**src/rtl/alu_seq_pkg.sv**
```systemverilog
// rtl/alu_seq_pkg.sv - shared opcodes, state encoding and instruction field layout
package alu_seq_pkg;

  typedef enum logic [1:0] {
    ST_IDLE = 2'd0,
    ST_EXEC = 2'd1,
    ST_WB   = 2'd2
  } state_t;

  localparam logic [2:0] OP_ADD = 3'b000;
  localparam logic [2:0] OP_SUB = 3'b001;
  localparam logic [2:0] OP_AND = 3'b010;
  localparam logic [2:0] OP_OR  = 3'b011;
  localparam logic [2:0] OP_XOR = 3'b100;
  localparam logic [2:0] OP_CMP = 3'b101;
  localparam logic [2:0] OP_SHL = 3'b110;
  localparam logic [2:0] OP_NOT = 3'b111;

  localparam int INSTR_W = 9;
  localparam int OPC_MSB = 8;
  localparam int OPC_LSB = 6;
  localparam int RD_MSB  = 5;
  localparam int RD_LSB  = 4;
  localparam int RS1_MSB = 3;
  localparam int RS1_LSB = 2;
  localparam int RS2_MSB = 1;
  localparam int RS2_LSB = 0;

  function automatic logic writes_rd(input logic [2:0] op);
    return op != OP_CMP;
  endfunction

  function automatic logic updates_carry(input logic [2:0] op);
    return (op == OP_ADD) || (op == OP_SUB);
  endfunction

endpackage

```
**src/rtl/alu_regfile.sv**
```systemverilog
// rtl/alu_regfile.sv - general register file, two operand read ports, one write port, debug read
module alu_regfile
  import alu_seq_pkg::*;
#(
  parameter int DATA_W  = 8,
  parameter int REG_CNT = 4,
  parameter int AW      = 2
) (
  input  logic              clk,
  input  logic              rst_n,
  input  logic              we,
  input  logic [AW-1:0]     waddr,
  input  logic [DATA_W-1:0] wdata,
  input  logic [AW-1:0]     raddr_a,
  output logic [DATA_W-1:0] rdata_a,
  input  logic [AW-1:0]     raddr_b,
  output logic [DATA_W-1:0] rdata_b,
  input  logic [AW-1:0]     dbg_sel,
  output logic [DATA_W-1:0] dbg_data
);

  logic [DATA_W-1:0] mem [REG_CNT];

  always_ff @(posedge clk) begin
    if (!rst_n) begin
      for (int i = 0; i < REG_CNT; i++) mem[i] <= '0;
    end else if (we) begin
      mem[waddr] <= wdata;
    end
  end

  assign rdata_a  = mem[raddr_a];
  assign rdata_b  = mem[raddr_b];
  assign dbg_data = mem[dbg_sel];

endmodule

```
**src/rtl/alu_issue_ctrl.sv**
```systemverilog
// rtl/alu_issue_ctrl.sv - three-phase issue/writeback sequencer around an external ALU
module alu_issue_ctrl
  import alu_seq_pkg::*;
#(
  parameter int DATA_W  = 8,
  parameter int REG_CNT = 4
) (
  input  logic              clk,
  input  logic              rst_n,
  input  logic              instr_valid,
  output logic              instr_ready,
  input  logic [8:0]        instr_data,
  input  logic              ld_en,
  input  logic [1:0]        ld_addr,
  input  logic [DATA_W-1:0] ld_data,
  output logic [DATA_W-1:0] alu_a,
  output logic [DATA_W-1:0] alu_b,
  output logic [2:0]        alu_op,
  output logic              alu_ci,
  input  logic [DATA_W-1:0] alu_fin,
  input  logic              alu_co,
  input  logic              alu_cf,
  output logic              done,
  output logic [DATA_W-1:0] result,
  output logic              flag_c,
  output logic              flag_z,
  output logic              flag_gt,
  input  logic [1:0]        dbg_sel,
  output logic [DATA_W-1:0] dbg_data
);

  state_t            state, state_nxt;
  logic [1:0]        lat_rd;
  logic              accept, wb_fire;
  logic              rf_we;
  logic [1:0]        rf_waddr;
  logic [DATA_W-1:0] rf_wdata, rd_a, rd_b;

  wire [2:0] f_opc = instr_data[OPC_MSB:OPC_LSB];
  wire [1:0] f_rd  = instr_data[RD_MSB:RD_LSB];
  wire [1:0] f_rs1 = instr_data[RS1_MSB:RS1_LSB];
  wire [1:0] f_rs2 = instr_data[RS2_MSB:RS2_LSB];

  always_comb begin
    state_nxt = state;
    case (state)
      ST_IDLE: if (instr_valid && !ld_en) state_nxt = ST_EXEC;
      ST_EXEC: state_nxt = ST_WB;
      ST_WB:   state_nxt = ST_IDLE;
      default: state_nxt = ST_IDLE;
    endcase
  end

  // Gating with rst_n keeps ready low while reset is being applied.
  assign instr_ready = rst_n && (state == ST_IDLE) && !ld_en;
  assign accept      = (state == ST_IDLE) && instr_valid && !ld_en;
  assign wb_fire     = (state == ST_EXEC);

  // Loads only happen in IDLE and writeback only on EXEC->WB, so the port never collides.
  assign rf_we    = ((state == ST_IDLE) && ld_en) || (wb_fire && writes_rd(alu_op));
  assign rf_waddr = wb_fire ? lat_rd  : ld_addr;
  assign rf_wdata = wb_fire ? alu_fin : ld_data;

  alu_regfile #(.DATA_W(DATA_W), .REG_CNT(REG_CNT), .AW(2)) u_rf (
    .clk      (clk),
    .rst_n    (rst_n),
    .we       (rf_we),
    .waddr    (rf_waddr),
    .wdata    (rf_wdata),
    .raddr_a  (f_rs1),
    .rdata_a  (rd_a),
    .raddr_b  (f_rs2),
    .rdata_b  (rd_b),
    .dbg_sel  (dbg_sel),
    .dbg_data (dbg_data)
  );

  always_ff @(posedge clk) begin
    if (!rst_n) begin
      state   <= ST_IDLE;
      alu_a   <= '0;
      alu_b   <= '0;
      alu_op  <= '0;
      alu_ci  <= 1'b0;
      lat_rd  <= '0;
      result  <= '0;
      flag_c  <= 1'b0;
      flag_z  <= 1'b0;
      flag_gt <= 1'b0;
      done    <= 1'b0;
    end else begin
      state <= state_nxt;
      done  <= wb_fire;
      if (accept) begin
        alu_a  <= rd_a;
        alu_b  <= rd_b;
        alu_op <= f_opc;
        alu_ci <= (f_opc == OP_SUB);
        lat_rd <= f_rd;
      end
      if (wb_fire) begin
        flag_gt <= alu_cf;
        if (writes_rd(alu_op)) begin
          result <= alu_fin;
          flag_z <= (alu_fin == '0);
        end
        if (updates_carry(alu_op)) flag_c <= alu_co;
      end
    end
  end

endmodule

```
**config.mk**
```make
export PLATFORM = sky130hd
export DESIGN_NAME = alu_issue_ctrl
export DESIGN_NICKNAME = d
export VERILOG_FILES = /design/src/rtl/alu_seq_pkg.sv /design/src/rtl/alu_regfile.sv /design/src/rtl/alu_issue_ctrl.sv
export SDC_FILE = /design/constraint.sdc
export NUM_CORES = 1
export LEC_CHECK = 0
export BUFFER_PORTS_ARGS = -buffer_cell sky130_fd_sc_hd__buf_2
export CORE_MARGIN = 3
export CORE_UTILIZATION = 40
export CTS_CLUSTER_DIAMETER = 120
export DETAILED_ROUTE_END_ITERATION = 16
export GPL_TIMING_DRIVEN = 1
export PLACE_DENSITY = 0.65
export SLEW_MARGIN = 20
export SYNTH_ARGS = -nofsm -noshare
export SYNTH_HDL_FRONTEND = slang
export SYNTH_SLANG_ARGS = --single-unit
```
**constraint.sdc**
```tcl
create_clock -name clk -period 2.19 [get_ports clk]
set_input_delay 0.1095 -clock clk [delete_from_list [all_inputs] [get_ports clk]]
set_output_delay 0.1095 -clock clk [all_outputs]
set_load 0.1 [all_outputs]
```
* Yosys cells after proc, flatten, opt, wreduce, memory -nomap -nowiden *
Memory sizes are Yosys's and may differ from the RTL's. A register that Yosys moved wholly into a read port is not among the register bits.
Cells that the tools add are included.

operators by class
  shifts and indexed selects = 0
  equality and inequality tests = 5
  $mul = 0
  reductions and logical operators = 18
  mux-type cells = 11
  bitwise gates (word level) = 0
  order comparisons = 0
  div/mod/pow operators = 0
  add/sub/neg operators = 0

operators with widths
  cell                number
  $mux 8              2
  $logic_not 8->1     1
  $reduce_or 8->1     1
  $logic_and 1x1->1   7
  $eq 3x1->1 const B  2
  $mux 2              3
  $mux 1              5
  $pmux 2 s2          1
  $reduce_and 2->1    2
  $logic_not 1->1     3
  $logic_not 3->1     1
  $ne 3x3->1 const B  1
  $eq 2x1->1 const B  1
  $logic_not 2->1     1
  $logic_or 1x1->1    2
  $ne 2x2->1 const B  1

word-level totals
  bits in latches = 0
  register bits = 20
  memory bits (read-only) = 0
  memories kept = 1
  RAM bits = 32
  logic and storage cells = 44
  output and inout bits = 41

memories
  name      words  bits a word  read ports  clocked after Yosys merged registers in  write ports  RTL line           source
  u_rf.mem  4      8            3           2                                        4            alu_regfile.sv:22  logic [DATA_W-1:0] mem [REG_CNT];

* Logic depth before layout (Yosys ltp) *
Gate-level depths: netlist of the first run.

  depth after elaboration = 8
  gate-level depth with buffers = 6
  gate-level depth less buffers = 4

* Modules after synthesis *
A second synthesis of the first run with hierarchy kept.

unflattened totals
  cells, all modules = 299
  area, all modules = 3265.6 um2

modules (own cells, without submodules)
  module          cells an instance  sequential area each (um2)  area each (um2)  times used
  alu_regfile     107                960.9                       1830.5           1
  alu_issue_ctrl  192                720.7                       1435.1           1

* Worst setup path before layout of the first run *
Ideal clock, no wire load.

  kind = flip-flop to flip-flop
  start point = register alu_op[1]
  end point = memory u_rf.mem[3][0] (enable)
  slack = -0.713 ns
  arrival = 2.517 ns
  period minus slack after synthesis = 2.903 ns
  required time = 1.803 ns
  buffers on the path = 1
  cell stages (with the launch flop) = 5
  library setup time = 0.387 ns
  cell sequence = dfxtp_1 and4b_1 or3_1 buf_2 o31ai_1

RTL lines
  element                 RTL line              source
  start, declared         alu_issue_ctrl.sv:18  output logic [2:0] alu_op,
  start signal, assigned  alu_issue_ctrl.sv:97  alu_op <= f_opc;
  end, declared           alu_regfile.sv:22

==> results of run 1 <==
==> sequential cells by signal, indices dropped and copies added (netlist names) <==
signal / count
alu_b: 8
alu_a: 8
flag_gt: 1
flag_z: 1
alu_op: 3
state: 2
result: 8
lat_rd: 2
flag_c: 1
alu_ci: 1
u_rf.mem: 32
done: 1
==> layout make-up <==
type / instances / area share
Clock inverter: 6 / 0.0284
Tap cell: 99 / 0.0312
Sequential cell: 68 / 0.425
Inverter: 1 / 0.000946
Multi-Input combinational cell: 189 / 0.356
Timing Repair Buffer: 90 / 0.126
Clock buffer: 10 / 0.0322
==> kinds of logic (layout without fill, tap and decap cells) <==
family          after synthesis  in the layout  synth area share
compound gates               26             26            0.0417
buf+inv                      20            107            0.0287
flops                        68             68             0.529
mux                          44             44             0.237
simple gates                119            119             0.164
==> timing repair <==
| item | in CTS | in global routing |
|---|---|---|
| hold buffers | 5 | 0 |
| buffers inserted | 0 | 0 |
| endpoints found under the hold margin | 5 | 0 |
==> per-stage QoR <==
step,utilization,cells,hold slack (ns)
2_1_floorplan,-,277,0.235
3_3_place_gp,0.491,442,0.342
3_5_place_dp,0.491,442,0.355
4_1_cts,0.530,463,0.00790
5_1_grt,0.530,463,0.00624
6_report,0.530,463,0.0203
==> worst paths after layout <==
| kind | startpoint | to | slack (ns) |
|---|---|---|---|
| setup reg to reg | state[1] | u_rf.mem[1][7] | 0.17 |
| setup / recovery | state[1] | u_rf.mem[1][7] | 0.17 |
| hold reg to reg | alu_ci | alu_ci | 0.45 |
| hold / removal | instr_data[7] | alu_op[1] | 0.02 |
==> cell usage after synthesis, types with 2 or more instances <==
library cell,number,area [sq um]
a21oi_1,24,120
and2_1,2,12.5
buf_2,7,35.0
clkbuf_1,10,37.5
dfxtp_1,36,721
edfxtp_1,32,961
mux2_2,9,101
mux2i_1,11,110
mux4_2,24,541
nand2_1,59,221
nand3b_1,2,15.0
nor2_1,37,139
nor2_2,7,43.8
nor3_1,2,10.0
nor4_1,2,12.5
or3_1,2,12.5
==> worst max-delay path: stages, from the launching register on <==
cell and delay [ns]:
dfxtp_1 0.37, nand2b_1 0.32, mux2_2 0.39, or3_1 0.33, nand2_1 0.28
==> report_power, final <==
group | internal (mW) | leakage (nW) | switching (mW)
clock network | 0.759 | 0.120 | 0.494
logic | 0.186 | 0.918 | 0.469
registers | 1.40 | 0.631 | 0.0501
total | 2.35 | 1.67 | 1.01
==> routing by layer <==
layer | GRT usage | vias up | wire length, um | part of all wire
met1 | 0.229 | 1166 | 3330 | 0.44
met4 | 0.0829 | 0 | 132 | 0.017
li1 | - | 1150 | - | -
met3 | 0.0253 | 11 | 330 | 0.044
met2 | 0.296 | 62 | 3790 | 0.50
met5 | 0 | - | 0 | 0
==> metrics.md, run 1 <==
| Metric | Value |
|---|---|
| CTS-repair resized insts | `0` |
| Hold Vio Cnt, Final | `0` |
| Pleak | `1.67 nW` |
| Layout cells sized above 1 | `0.401` |
| Worst skew pair latency | `0.34 ns` |
| Pre-antenna DRT Iters | `4` |
| Syn Std Cell Area | `0.00318 sq mm` |
| Wire per inst | `16.4 um` |
| Iter 0 DRT Violations | `82` |
| Area growth syn-to-layout | `24.8%` |
| Max Transition Viols Final | `0` |
| Reg area | `0.00169 sq mm` |
| RSZ-0062 raised after global routing | `no` |
| Hold Path Class | `in -> reg` |
| Cells on Worst Hold Path | `3` |
| Gr ovfl total | `0` |
| Warnings, synthesis | `0` |
| CP max FO | `8` |
| First-pass GRT wire length | `12000 um` |
| Nets | `394` |
| Fill count | `682` |
| Final worst setup slack | `0.166 ns` |
| PortBufs | `75` |
| CTS buffer count | `9` |
| Average size of a mapped cell | `11.5 sq um` |
| Maximum VDD drop | `287 uV` |
| FF-to-FF path depth | `4` |
| Core Footprint | `0.00749 sq mm` |
| Clock Root Buffer | `clkbuf_8` |
| Vias | `2389` |
| Routed Antenna Nets | `0` |
| P per Cell Area | `847 mW/mm^2` |
| Largest net degree at the start of global routing | `37` |
| Distinct cells, synth | `27` |
| Max-cap violations | `0` |
| Most common cell after layout, fill and taps aside | `buf_2` |
| Clk sinks | `68` |
| Post-synth top flop | `dfxtp_1` |
| Critical path startpoint category | `flop` |
| Die Y-Extent | `95.2 um` |
| Critical path class | `reg -> reg` |
| Post-DP HPWL | `5730 um` |
| Placed Area | `0.00368 sq mm` |
| Final worst path period share | `0.924` |
| Commonest non-fill, non-tap cells in the layout | `75 x buf_2, 59 x nand2_1, 37 x nor2_1` |
| Clk pin slew, worst setup/hold paths | `0.08 ns` |
| Die area | `0.00905 sq mm` |
| Number of synthesized flops with an enable pin | `32` |
| All-Layer GR Usage | `0.178` |
| Yosys reg bits | `68` |
| Max-slew headroom | `0.667` |
| Via density | `5.16` |
| Setup WS pre-CTS | `0.198 ns` |
| Ports | `76` |
| Slew @ Worst Pin | `0.504 ns` |
| Type of destination of the critical path | `flop` |
| Clock skew | `0.00883 ns` |
| Final setup violation count | `0` |
| Fin area | `0.00397 sq mm` |
| WL final | `7580 um` |
| Setup_tns | `0 ns` |
| Antenna violations before repair | `0` |
| Vias in the first global route | `2330` |
| Htree depth | `3` |
| Initial Utilization | `0.425` |
| DIE WIDTH | `95.2 um` |
| Req. time, crit path | `2.20 ns` |
| Number of antenna diodes | `0` |
| Power, Total | `3.36 mW` |
| DRC | `0` |
| Tmin final | `2.02 ns` |
| Multi-input gate area | `0.00141 sq mm` |
| RePlAce Congestion | `0.824` |
| Sequential area share after synthesis | `0.529` |
| Ys async rst share | `0` |
| TritonCTS clock tree | `built` |
| Max Freq | `494 MHz` |
| Row Count | `31` |
| Post-synthesis cell count | `277` |
| Clk buf depth | `2` |
| Worst EP arrival | `2.03 ns` |
| Syn nets | `312` |
| Run status | `complete, no violations` |
No activity file was read; power rests on OpenSTA's default activity.
==> inputs of run 2 (changes only) <==
Settings changed: PLACE_DENSITY 0.65 to 0.62, SYNTH_HIERARCHICAL set to 1.
Clock period 2.19 ns to 2.45 ns, I/O delays scaled along.
==> run 2 against run 1 <==
Against the previous run: routed wire length decreased by 2.9%; register-to-register slack better by 0.43 ns; critical endpoint is now u_rf/mem[2][1]; via count increased by 2.6%; sequential power down 9%; worst hold slack better by 0.00074 ns.
==> metrics.md, run 2 <==
| Metric | Value |
|---|---|
| Run status | `complete, no violations` |
| Cts hold-fix bufs | `0 (-5)` |
| Worst EP arrival | `1.90 ns (-0.13 ns)` |
| Critical path class | `reg -> reg` |
| Setup_tns | `0 ns (unchanged)` |
| Setup WS pre-CTS | `0.602 ns (+0.405 ns)` |
| Most common cell after layout, fill and taps aside | `buf_2` |
| Row Count | `32 (+3.2%)` |
| FF-to-FF Start | `alu_op[2]` |
| Max-cap violations | `0 (unchanged)` |
| Clk sinks | `68 (unchanged)` |
| Post-synth top area share | `0.294 (-0.00799)` |
| Clock skew | `0.00615 ns (-0.00268 ns)` |
| Vias | `2451 (+2.6%)` |
| Placed Area | `0.00374 sq mm (+1.6%)` |
| Fill count | `741 (+8.7%)` |
| Antenna violations before repair | `0 (unchanged)` |
| Initial Utilization | `0.418 (-0.00643)` |
| Max Transition Viols Final | `0 (unchanged)` |
| Ports | `76 (unchanged)` |
| Clock Root Buffer | `clkbuf_8` |
| Clk pin slew, worst setup/hold paths | `0.07 ns (about the same)` |
| Final worst path period share | `0.757 (-0.167)` |
| Post-synth top flop | `dfxtp_1` |
| Hold Vio Cnt, Final | `0 (unchanged)` |
| Yosys reg bits | `68 (unchanged)` |
| PortBufs | `75 (unchanged)` |
| Gr ovfl total | `0 (unchanged)` |
| Slew @ Worst Pin | `0.492 ns (-0.0114 ns)` |
| Distinct cells, synth | `29 (+7.4%)` |
| Warnings, synthesis | `6 (+6)` |
| Hold Path Class | `in -> reg` |
| First-pass GRT wire length | `11900 um (-1.3%)` |
| Post-synthesis cell count | `299 (+7.9%)` |
| Sequential area share after synthesis | `0.515 (-0.0140)` |
| Final setup violation count | `0 (unchanged)` |
| Cells on Worst Hold Path | `3 (unchanged)` |
| Reg2Reg Setup Slack | `0.60 ns (+0.43 ns)` |
| Max reg flops | `32 (unchanged)` |
| CP max FO | `14 (+6)` |
| Vias in the first global route | `2309 (-0.90%)` |
| Area growth syn-to-layout | `20.0%` |
| Util after Layout | `0.502 (-0.0281)` |
| DRC | `0 (unchanged)` |
| Layout cells sized above 1 | `0.328 (-0.0731)` |
| TritonCTS clock tree | `built` |
| Syn Std Cell Area | `0.00327 sq mm (+2.7%)` |
| Max-slew headroom | `0.674 (+0.00752)` |
| Clk buf depth | `2 (unchanged)` |
| Maximum VDD drop | `324 uV (+13%)` |
| Tmin final | `1.85 ns (-0.170 ns)` |
| Largest net degree at the start of global routing | `23 (-38%)` |
| Commonest cells post-synth | `54 x nand2_1, 36 x dfxtp_1, 32 x edfxtp_1` |
| Pleak | `1.70 nW (+1.7%)` |
| FF-to-FF path depth | `6 (+2)` |
| Number of synthesized flops with an enable pin | `32 (unchanged)` |
| P per Cell Area | `721 mW/mm^2 (-15%)` |
| All-Layer GR Usage | `0.171 (-0.00667)` |
| Synth top area cells | `edfxtp_1 29%, dfxtp_1 22%, mux4_2 17%, nand2_1 6.2%, a21oi_1 4.6%` |
| Commonest non-fill, non-tap cells in the layout | `75 x buf_2, 54 x nand2_1, 35 x dfxtp_1` |
| HP Start | `alu_cf` |
| Biggest register | `u_rf/mem` |
| Pre-antenna DRT Iters | `4 (unchanged)` |
| RePlAce Congestion | `0.774 (-6.0%)` |
| DIE WIDTH | `96.4 um (+1.3%)` |
| Type of destination of the critical path | `flop` |
| Synth area leader | `edfxtp_1` |
| Number of antenna diodes | `0 (unchanged)` |
| CTS-repair resized insts | `0 (unchanged)` |
| Max Freq | `539 MHz (+9.2%)` |
| Syn nets | `334 (+7.1%)` |
| Nets | `408 (+3.6%)` |
| Core Footprint | `0.00781 sq mm (+4.3%)` |
| Wire per inst | `15.3 um (-6.3%)` |
| Hold Path Sink | `flag_gt` |
| CTS buffer count | `9 (unchanged)` |
| Die area | `0.00928 sq mm (+2.5%)` |
| Most frequent cell after synthesis | `nand2_1` |
| RSZ-0062 raised after global routing | `no` |
| WL final | `7360 um (-2.9%)` |
| Final worst setup slack | `0.596 ns (+0.430 ns)` |
| Htree depth | `3 (unchanged)` |
| Die Y-Extent | `96.4 um (+1.3%)` |
| Routed Antenna Nets | `0 (unchanged)` |
| Iter 0 DRT Violations | `105 (+28%)` |
| Average size of a mapped cell | `10.9 sq um (-4.8%)` |
| Worst skew pair latency | `0.34 ns (about the same)` |
| Post-DP HPWL | `5640 um (-1.6%)` |
| RR Endpoint | `u_rf/mem[2][1]` |
| Via density | `5.11 (-1.0%)` |
| Critical path startpoint category | `flop` |
| Power, Total | `2.83 mW (-16%)` |
| Fin area | `0.00392 sq mm (-1.2%)` |
| Ys async rst share | `0 (unchanged)` |
| Setup bufs post-CTS | `0 (unchanged)` |
| Req. time, crit path | `2.50 ns (+0.30 ns)` |
==> run 2: cell types whose count changed after synthesis, sizes merged, moves of 2 or more <==
cell	delta
and3	+8
and2	+22
a21oi	+6
nor2	-19
nand2	-5
or3	-2
o21ai	+10
nand3	+9
clkbuf	+7
mux2	-9
nor3	-2
inv	+2
mux2i	-8
buf	-5
==> run 2: report_power, final <==
group	internal (mW)	leakage, nW	switching [mW]
registers	1.27	0.630	0.0491
logic	0.170	0.974	0.496
clock network	0.451	0.0937	0.395
==> run 2: area by class of cell <==
class / instances / area [sq um] / area share
inverters: 3 / 11.3 / 0.00287
repair buffers: 84 / 443 / 0.113
flip-flops and latches: 68 / 1680 / 0.429
multi-input cells: 207 / 1470 / 0.376
clock inverters: 1 / 5.00 / 0.00128
well taps: 102 / 128 / 0.0326
clock buffers: 15 / 176 / 0.0450
==> run 2: worst max path at each step <==
stage	startpoint	endpoint	cells after the start
final	alu_op[2]	u_rf/mem[2][1]	6
after CTS	alu_op[2]	u_rf/mem[2][2]	6
after global placement	alu_op[2]	u_rf/mem[0][6]	6
after floorplan	alu_op[2]	u_rf/mem[2][0]	5
after global routing	alu_op[2]	u_rf/mem[0][2]	6
after detailed placement	alu_op[2]	u_rf/mem[3][1]	5
==> run 2: stage by stage <==
stage / hold slack, ns / cells
final: 0.0210 / 480
after global routing: 0.0210 / 480
after CTS: 0.00819 / 480
after detailed placement: 0.368 / 464
after global placement: 0.364 / 464
after floorplan: 0.259 / 299
==> run 2: worst max-delay path, cell delays in order, from the launching register on <==
cell,delay (ns)
dfxtp_1,0.35
and3b_1,0.30
a211oi_1,0.27
buf_4,0.20
nand2b_1,0.07
o21ai_0,0.16
buf_4,0.19
==> run 2: cells by family (layout without fill, tap and decap cells) <==
| kind of cell | count (synthesis) | in the layout | synth area share |
|---|---|---|---|
| and+or+nand+nor | 138 | 138 | 0.209 |
| buffers and inverters | 24 | 103 | 0.0360 |
| AOI/OAI and AO/OA | 42 | 42 | 0.0651 |
| DFF | 68 | 68 | 0.515 |
| muxes | 27 | 27 | 0.175 |
==> run 2: routing by layer <==
layer / GRT usage / routed length [um] / vias up
li1: - / - / 1225
met1: 0.237 / 3400 / 1132
met2: 0.256 / 3370 / 87
met3: 0.0461 / 491 / 7
met4: 0.0654 / 97 / 0
met5: 0 / 0 / -
